<file path="config.mk">
export PLATFORM = sky130hd
export DESIGN_NAME = prog_loader_flat
export DESIGN_NICKNAME = d
export VERILOG_FILES = /design/src/rtl/prog_loader_pkg.sv /design/src/rtl/prog_loader_if.sv /design/src/rtl/prog_loader_cksum.sv /design/src/rtl/prog_loader.sv /design/src/flat_wrapper.sv
export SDC_FILE = /design/constraint.sdc
export NUM_CORES = 1
export LEC_CHECK = 0
export BUFFER_PORTS_ARGS = -buffer_cell sky130_fd_sc_hd__clkbuf_2
export CAP_MARGIN = 20
export CORE_UTILIZATION = 45
export DETAILED_ROUTE_END_ITERATION = 6
export GPL_ROUTABILITY_DRIVEN = 0
export HOLD_SLACK_MARGIN = 0.03
export PLACE_DENSITY = 0.7
export SLEW_MARGIN = 20
export SYNTH_ARGS = -nofsm -noshare
export SYNTH_HDL_FRONTEND = slang
export SYNTH_SLANG_ARGS = --single-unit
</file>
<file path="constraint.sdc">
create_clock -name Clock -period 4.8 [get_ports Clock]
set_input_delay 0.48 -clock Clock [delete_from_list [all_inputs] [get_ports Clock]]
set_output_delay 0.48 -clock Clock [all_outputs]
set_load 0.03 [all_outputs]
</file>
<file path="src/rtl/prog_loader_pkg.sv">
// Shared types and default sizes for the program loader.
// PROG_LOADER_CHECKSUM_EN adds the CHECK state used for trailer verification.
package prog_loader_pkg;

  localparam int ADDR_W_DEF = 5;
  localparam int DATA_W_DEF = 8;
  localparam int CKSUM_W    = 8;

  typedef enum logic [2:0] {
    IDLE    = 3'd0,
    GETLEN  = 3'd1,
    GETBYTE = 3'd2,
    SETADDR = 3'd3,
    WRITE   = 3'd4,
`ifdef PROG_LOADER_CHECKSUM_EN
    CHECK   = 3'd5,
`endif
    DONE    = 3'd6
  } state_e;

endpackage

</file>
<file path="src/rtl/prog_loader_if.sv">
// Byte-stream, RAM-programming and status signals of the program loader.
// Handshake: a byte moves on a rising Clock edge where InValid=1 and InReady=1; the source holds InData until then.
interface prog_loader_if
  import prog_loader_pkg::*;
#(
  parameter int ADDR_W = ADDR_W_DEF,
  parameter int DATA_W = DATA_W_DEF
);
  logic              Start;
  logic              InValid;
  logic [DATA_W-1:0] InData;
  logic              InReady;
  logic              programEn;
  logic [ADDR_W-1:0] AddrSel;
  logic              Addrload;
  logic              PRload;
  logic [DATA_W-1:0] Din;
  logic              Busy;
  logic              Done;
  logic              Error;

  modport loader (
    input  Start, InValid, InData,
    output InReady, programEn, AddrSel, Addrload, PRload, Din, Busy, Done, Error
  );

  modport host (
    output Start, InValid, InData,
    input  InReady, programEn, AddrSel, Addrload, PRload, Din, Busy, Done, Error
  );
endinterface

</file>
<file path="src/rtl/prog_loader_cksum.sv">
// Modulo-256 running sum of the data bytes of one load (built only with PROG_LOADER_CHECKSUM_EN).
module prog_loader_cksum
  import prog_loader_pkg::*;
#(
  parameter int DATA_W = DATA_W_DEF
) (
  input  logic               clk_i,
  input  logic               rst_ni,
  input  logic               clr_i,
  input  logic               add_i,
  input  logic [DATA_W-1:0]  data_i,
  output logic [CKSUM_W-1:0] sum_o
);

  logic [CKSUM_W-1:0] sum_q;

  always_ff @(posedge clk_i or negedge rst_ni) begin
    if (!rst_ni) begin
      sum_q <= '0;
    end else if (clr_i) begin
      sum_q <= '0;
    end else if (add_i) begin
      sum_q <= sum_q + CKSUM_W'(data_i);
    end
  end

  assign sum_o = sum_q;

endmodule

</file>
<file path="src/rtl/prog_loader.sv">
// Streams a length-prefixed byte sequence into program RAM via Addrload/PRload strobes.
// Optional trailer checksum when PROG_LOADER_CHECKSUM_EN is defined.
module prog_loader
  import prog_loader_pkg::*;
#(
  parameter int ADDR_W = ADDR_W_DEF,
  parameter int DATA_W = DATA_W_DEF
) (
  input  logic           Clock,
  input  logic           Reset,
  prog_loader_if.loader  bus,
  output state_e         dbg_state_o
);

  localparam logic [ADDR_W:0] ONE = 1;

  state_e            state_q;
  logic [ADDR_W:0]   cnt_q;
  logic [ADDR_W:0]   len_q;
  logic [ADDR_W:0]   len_d;
  logic [DATA_W-1:0] din_q;
  logic [ADDR_W-1:0] addr_q;
  logic              ready_q;
  logic              active_q;
  logic              addrload_q;
  logic              prload_q;
  logic              done_q;
  logic              xfer;

  assign xfer = bus.InValid && ready_q;

  // Length byte uses its low ADDR_W bits; zero stands for a full RAM.
  always_comb begin
    len_d = {1'b0, bus.InData[ADDR_W-1:0]};
    if (bus.InData[ADDR_W-1:0] == '0) len_d = {1'b1, {ADDR_W{1'b0}}};
  end

`ifdef PROG_LOADER_CHECKSUM_EN
  logic [CKSUM_W-1:0] sum;
  logic               error_q;

  prog_loader_cksum #(.DATA_W(DATA_W)) u_cksum (
    .clk_i  (Clock),
    .rst_ni (Reset),
    .clr_i  ((state_q == GETLEN) && xfer),
    .add_i  ((state_q == GETBYTE) && xfer),
    .data_i (bus.InData),
    .sum_o  (sum)
  );
`endif

  always_ff @(posedge Clock or negedge Reset) begin
    if (!Reset) begin
      state_q    <= IDLE;
      cnt_q      <= '0;
      len_q      <= '0;
      din_q      <= '0;
      addr_q     <= '0;
      ready_q    <= 1'b0;
      active_q   <= 1'b0;
      addrload_q <= 1'b0;
      prload_q   <= 1'b0;
      done_q     <= 1'b0;
`ifdef PROG_LOADER_CHECKSUM_EN
      error_q    <= 1'b0;
`endif
    end else begin
      addrload_q <= 1'b0;
      prload_q   <= 1'b0;
      case (state_q)
        IDLE: if (bus.Start) begin
          state_q  <= GETLEN;
          ready_q  <= 1'b1;
          active_q <= 1'b1;
        end
        GETLEN: if (xfer) begin
          len_q   <= len_d;
          cnt_q   <= '0;
          state_q <= GETBYTE;
        end
        GETBYTE: if (xfer) begin
          din_q      <= bus.InData;
          addr_q     <= cnt_q[ADDR_W-1:0];
          addrload_q <= 1'b1;
          ready_q    <= 1'b0;
          state_q    <= SETADDR;
        end
        SETADDR: begin
          prload_q <= 1'b1;
          state_q  <= WRITE;
        end
        WRITE: if (cnt_q == len_q - ONE) begin
`ifdef PROG_LOADER_CHECKSUM_EN
          ready_q  <= 1'b1;
          state_q  <= CHECK;
`else
          active_q <= 1'b0;
          done_q   <= 1'b1;
          state_q  <= DONE;
`endif
        end else begin
          cnt_q   <= cnt_q + ONE;
          ready_q <= 1'b1;
          state_q <= GETBYTE;
        end
`ifdef PROG_LOADER_CHECKSUM_EN
        // Bytes plus trailer must sum to zero modulo 256.
        CHECK: if (xfer) begin
          error_q  <= (sum + CKSUM_W'(bus.InData)) != '0;
          ready_q  <= 1'b0;
          active_q <= 1'b0;
          done_q   <= 1'b1;
          state_q  <= DONE;
        end
`endif
        DONE: if (!bus.Start) begin
          done_q  <= 1'b0;
`ifdef PROG_LOADER_CHECKSUM_EN
          error_q <= 1'b0;
`endif
          state_q <= IDLE;
        end
        default: state_q <= IDLE;
      endcase
    end
  end

  assign bus.InReady   = ready_q;
  assign bus.programEn = active_q;
  assign bus.Busy      = active_q;
  assign bus.AddrSel   = addr_q;
  assign bus.Addrload  = addrload_q;
  assign bus.PRload    = prload_q;
  assign bus.Din       = din_q;
  assign bus.Done      = done_q;
`ifdef PROG_LOADER_CHECKSUM_EN
  assign bus.Error     = error_q;
`else
  assign bus.Error     = 1'b0;
`endif
  assign dbg_state_o   = state_q;

endmodule

</file>
<file path="src/flat_wrapper.sv">
// flat-port wrapper written by rule: the top's interface ports become plain ports
module prog_loader_flat import prog_loader_pkg::*;
#(
  parameter int ADDR_W = ADDR_W_DEF,
  parameter int DATA_W = DATA_W_DEF
)
  (Clock, Reset, dbg_state_o, bus_Start, bus_InValid, bus_InData, bus_InReady, bus_programEn, bus_AddrSel, bus_Addrload, bus_PRload, bus_Din, bus_Busy, bus_Done, bus_Error);
  prog_loader_if #(.ADDR_W(ADDR_W), .DATA_W(DATA_W)) bus_i ();
  input  logic Clock;
  input  logic Reset;
  output state_e dbg_state_o;
  input wire logic [$bits(bus_i.Start)-1:0] bus_Start;
  input wire logic [$bits(bus_i.InValid)-1:0] bus_InValid;
  input wire logic [$bits(bus_i.InData)-1:0] bus_InData;
  output wire logic [$bits(bus_i.InReady)-1:0] bus_InReady;
  output wire logic [$bits(bus_i.programEn)-1:0] bus_programEn;
  output wire logic [$bits(bus_i.AddrSel)-1:0] bus_AddrSel;
  output wire logic [$bits(bus_i.Addrload)-1:0] bus_Addrload;
  output wire logic [$bits(bus_i.PRload)-1:0] bus_PRload;
  output wire logic [$bits(bus_i.Din)-1:0] bus_Din;
  output wire logic [$bits(bus_i.Busy)-1:0] bus_Busy;
  output wire logic [$bits(bus_i.Done)-1:0] bus_Done;
  output wire logic [$bits(bus_i.Error)-1:0] bus_Error;
  assign bus_i.Start = bus_Start;
  assign bus_i.InValid = bus_InValid;
  assign bus_i.InData = bus_InData;
  assign bus_InReady = bus_i.InReady;
  assign bus_programEn = bus_i.programEn;
  assign bus_AddrSel = bus_i.AddrSel;
  assign bus_Addrload = bus_i.Addrload;
  assign bus_PRload = bus_i.PRload;
  assign bus_Din = bus_i.Din;
  assign bus_Busy = bus_i.Busy;
  assign bus_Done = bus_i.Done;
  assign bus_Error = bus_i.Error;
  prog_loader #(.ADDR_W(ADDR_W), .DATA_W(DATA_W)) u_core (.Clock(Clock), .Reset(Reset), .bus(bus_i), .dbg_state_o(dbg_state_o));
endmodule
</file>
Word-level counts from Yosys, hierarchy flattened
Index checks and enable logic that the tools add are counted.
Widths: inputs -> output; s select.
{"block": "word_totals", "regBits": 33, "inputBits": 12, "out_inout_bits": 23, "word_cells": 60}
{"block": "classes", "addsub": 2, "eq_ne": 12, "mux": 22, "n_reduce_logical": 14}
{"op": "$mux 6", "n": 3}
{"op": "$pmux 3 s6", "n": 1}
{"op": "$mux 3", "n": 5}
{"op": "$pmux 6 s2", "n": 1}
{"op": "$mux 1", "n": 9}
{"op": "$reduce_and 3->1", "n": 3}
{"op": "$reduce_and 4->1", "n": 2}
{"op": "$add 6x1->6 const B", "n": 1}
{"op": "$eq 3x2->1 const B", "n": 2}
{"op": "$eq 3x3->1 const B", "n": 2}
{"op": "$eq 6x6->1", "n": 1}
{"op": "$ne 2x1->1 const B", "n": 3}
{"op": "$ne 2x2->1 const B", "n": 3}
{"op": "$reduce_bool 2->1", "n": 3}
{"op": "$sub 6x1->6 const B", "n": 1}
{"op": "$logic_not 5->1", "n": 1}
{"op": "$pmux 1 s2", "n": 2}
{"op": "$reduce_and 2->1", "n": 2}
{"op": "$eq 3x1->1 const B", "n": 1}
{"op": "$logic_not 3->1", "n": 1}
{"op": "$pmux 1 s3", "n": 1}
{"op": "$reduce_bool 3->1", "n": 1}
{"op": "$logic_and 1x1->1", "n": 1}

Longest topological paths before layout
{"block": "logic_depth", "ltp_word": 4, "depth_mapped": 8, "depth_no_buf": 8}

Least setup slack after synthesis
OpenSTA, ideal clock, no wires.
{"block": "synth_timing", "path_type": "flip-flop to flip-flop", "startpoint": "reg u_core.len_q[0]", "endpoint": "reg u_core.cnt_q[0]", "arrival_ns": 2.185, "required_time_ns": 4.736, "slack_ns": 2.551, "stages_incl_launch_ff": 7, "synth_period_minus_slack_ns": 2.249, "path_cell_list": "dfrtp_1 > or4_1 > or3_1 > a2111o_1 > nor3_4 > nand2b_1 > mux2_2"}
{"block": "synth_between", "elab_chain_len": 4}
{"element": "start: declaration", "line_no": "prog_loader.sv:19", "source": "logic [ADDR_W:0] len_q;"}
{"element": "start signal: assignment", "line_no": "prog_loader.sv:77", "source": "len_q <= len_d;"}
{"element": "$sub 6x1->6", "line_no": "prog_loader.sv:92", "source": "WRITE: if (cnt_q == len_q - ONE) begin"}
{"element": "$eq 6x6->1", "line_no": "prog_loader.sv:92"}
{"element": "$ne 2x2->1 (no line)"}
{"element": "$reduce_and 3->1 (no line)"}
{"element": "end signal: assignment", "line_no": "prog_loader.sv:102", "source": "cnt_q <= cnt_q + ONE;"}
{"element": "end: declaration", "line_no": "prog_loader.sv:18", "source": "logic [ADDR_W:0] cnt_q;"}
No other way between the ends.
A chain may end at the register's enable or synchronous reset.

Worst setup path in the final report
Ends and elaborated chain as after synthesis.

==> reports/results.tsv <==
stage	metric	value	unit
status	outcome	finished, final reports clean	
logic_synthesis	yosys warns	0	
detailed_routing	Antenna Nets Post-Route	0	
detailed_routing	via/cell ratio	5.366	
die	FP Rows	20	
detailed_routing	met2 WL	1.521	mm
clocking	postcts setup bufs	0	
sta	fmax	0.4104	GHz
placed_design	Post-Place Worst Slack	2.397	ns
detailed_routing	DRC	0	
sta	pins over their slew limit	0	
logic_synthesis	syn_area_per_cell	10.60	µm²
finish	n_diodes	0	
worst_setup_path	worst-path maximum fanout	10	
logic_synthesis	post-synthesis sequential element count	33	
die	die width	60.84	µm
power	Pleak	0.0008656	µW
finish	most frequent cells in the layout	clkbuf_2, dfrtp_1, nand2_1	
global_routing	number of global-route vias before repair	1123	
detailed_routing	first drt pass iteration count	4	
die	Die Footprint	3701	µm²
finish	Layout area overhead	16.47	%
logic_synthesis	mux cell area share after synthesis	0.1012	
sta	Slew Limit Headroom	0.4652	
global_routing	GRT overflow	0	
clocking	Root Driver	clkbuf_4	
logic_synthesis	xor/xnor cell area share of the yosys netlist	0.03373	
clocking	clock slew at reported path FFs	0.10	ns
finish	fin area	1814	µm²
power	VDD IR max	335.1	µV
logic_synthesis	sequential-to-total area share from yosys stat	0.5301	
logic_synthesis	Mapped Nets	161	
worst_setup_path	critical path class	register to register	
clocking	CTS tree	done	
logic_synthesis	Post-Synth Simple-Gate Area	0.1831	
die	I/O pin cnt	35	
sta	Least-Margin Pin Slew	0.8022	ns
die	Die Ht	60.84	µm
placed_design	Port-buffer cells	33	
worst_setup_path	startpoint class of the critical path	register	
detailed_routing	drt wl/cell	13.93	µm
power	PD cells	657.0	nW/µm²
detailed_routing	overall routed net length	3.161	mm
die	Starting Density	0.4902	
global_routing	largest net degree at the start of global routing	34	
logic_synthesis	Adder-Cell Fraction of Synth Area	0.01606	
clocking	Post-CTS Hold Fix Bufs	0	
sta	min Tclk post-route	2.436	ns
finish	fill cell total of the finished layout	293	
clocking	H-tree levels	2	
global_routing	first-pass GRT wire length	5.175	mm
logic_synthesis	Synth Area in Compound Gates	0.1012	
global_routing	initial antenna violation count	0	
worst_setup_path	Worst EP required	5.08	ns
clocking	# resized after CTS	0	
detailed_routing	vias	1218	
sta	RSZ-0062 raised after global routing	false	
sta	final hold violations	0	
detailed_routing	DRT met1 WL	1.421	mm
sta	Final TNS setup	0	ns
sta	final worst slack	2.364	ns
worst_setup_path	Worst setup EP type	register	
logic_synthesis	commonest register cell after synthesis	dfrtp_1	
clocking	Clock Latency Late Sink	0.33	ns
detailed_routing	routed wl met3	175	µm
hold_path	worst hold path type	primary input to async pin	
finish	layout cell share with drive strength beyond 1	0.3333	
logic_synthesis	Async S/R FF share, synth	1.000	
global_routing	GRT Util Overall	0.2025	
logic_synthesis	largest family of logic cells by synthesized area	simple AND/OR/NAND/NOR gates	
sta	Period Utilization, post-route	0.5076	
detailed_routing	Detailed Route Iter0 Violations	50	
logic_synthesis	number of synthesized flops with an enable pin	0	
logic_synthesis	Synth Instances	147	
clocking	clock sink count	33	
placed_design	dpl cell area	1772	µm²
sta	Worst Skew	0.006149	ns
clocking	total CTS buffers	5	
detailed_routing	DR top layer	met4	
placed_design	dpl hpwl	2.295	mm
clocking	Clock Path Buffers	2	
job	Max-Cap Viols	0	
finish	Layout Nets	198	
sta	Final setup viols	0	
logic_synthesis	Netlist Area Pre-Place	1558	µm²
die	Core ar.	3178	µm²
logic_synthesis	Cell variety after synth	36	
worst_setup_path	Arr. time, crit path	2.72	ns
## cell families after synthesis
| kind of cell | count (synthesis) |
|---|---|
| muxes | 14 |
| buffers and inverters | 11 |
| xor gates and xnor gates | 6 |
| and+or+nand+nor | 54 |
| DFF | 33 |
| adders and majority gates | 2 |
| AOI/OAI and AO/OA | 26 |
| other | 1 |
## where the power goes
| group | switching [µW] | internal, µW |
|---|---|---|
| combinational | 354 | 215 |
| clock | 88.9 | 50.7 |
| sequential | 103 | 380 |
| total | 546 | 646 |
## sequential cells by signal (all words and copies together) (netlist names)
register,cells
u_core.bus.Done,1
u_core.bus.Busy,1
u_core.bus.AddrSel,5
u_core.bus.Din,8
u_core.bus.Addrload,1
u_core.bus.InReady,1
u_core.cnt_q,6
u_core.len_q,6
u_core.bus.PRload,1
u_core.dbg_state_o,3
## synth_stat cells (3+ instances only)
library cell	instances	area, µm²
dfrtp_1	33	825.8
nand2_1	19	71.32
mux2_2	14	157.7
o21ai_0	11	55.05
nor2_1	8	30.03
inv_1	6	22.52
xnor2_1	6	52.55
a21oi_1	5	25.02
nand3_1	4	20.02
nor2b_1	3	18.77
or3_1	3	18.77
## cell type report
cell class	count	area [µm²]	share of cell area
Inverter	6	22.52	0.01241
Tap cell	44	55.05	0.03034
Sequential cell	33	825.8	0.4552
Clock buffer	5	37.54	0.02069
Timing Repair Buffer	35	180.2	0.09931
Multi-Input combinational cell	103	688.2	0.3793
Clock inverter	1	5.005	0.002759
## worst paths after layout
check	end	cells after the start	slack (ns)	startpoint
setup / recovery	u_core.cnt_q[0]	6	2.36	u_core.len_q[0]
setup reg to reg	u_core.cnt_q[0]	6	2.36	u_core.len_q[0]
min in group Clock	u_core.len_q[5]	2	0.36	bus_InData[1]
hold reg to reg	u_core.len_q[5]	2	0.51	u_core.len_q[5]
max in group asynchronous	u_core.bus.AddrSel[4]	1	4.08	Reset
hold / removal	u_core.bus.AddrSel[2]	1	0.22	Reset
## stage by stage
stage | power [µW] | util | hold WS (ns) | instances
floorplan | 893.8 | - | 0.1844 | 147
global placement | 1033 | 0.5575 | 0.4890 | 221
detailed placement | 1061 | 0.5575 | 0.4933 | 221
CTS | 1204 | 0.5709 | 0.2339 | 227
global route | 1278 | 0.5709 | 0.2679 | 227
finish | 1192 | 0.5709 | 0.2174 | 227
## worst max-delay path: stages (launching register included)
cell	delay, ns
dfrtp_1	0.42
or4_1	0.54
or3_1	0.31
a2111o_1	0.49
nor3_4	0.28
nand2b_1	0.18
mux2_2	0.16
## layer usage
layer,vias to the layer above,GRT usage
met4,0,0.08442
met1,582,0.2628
met5,-,0
met2,39,0.3140
li1,591,-
met3,6,0.06610
(Power assumes the default switching activity.)
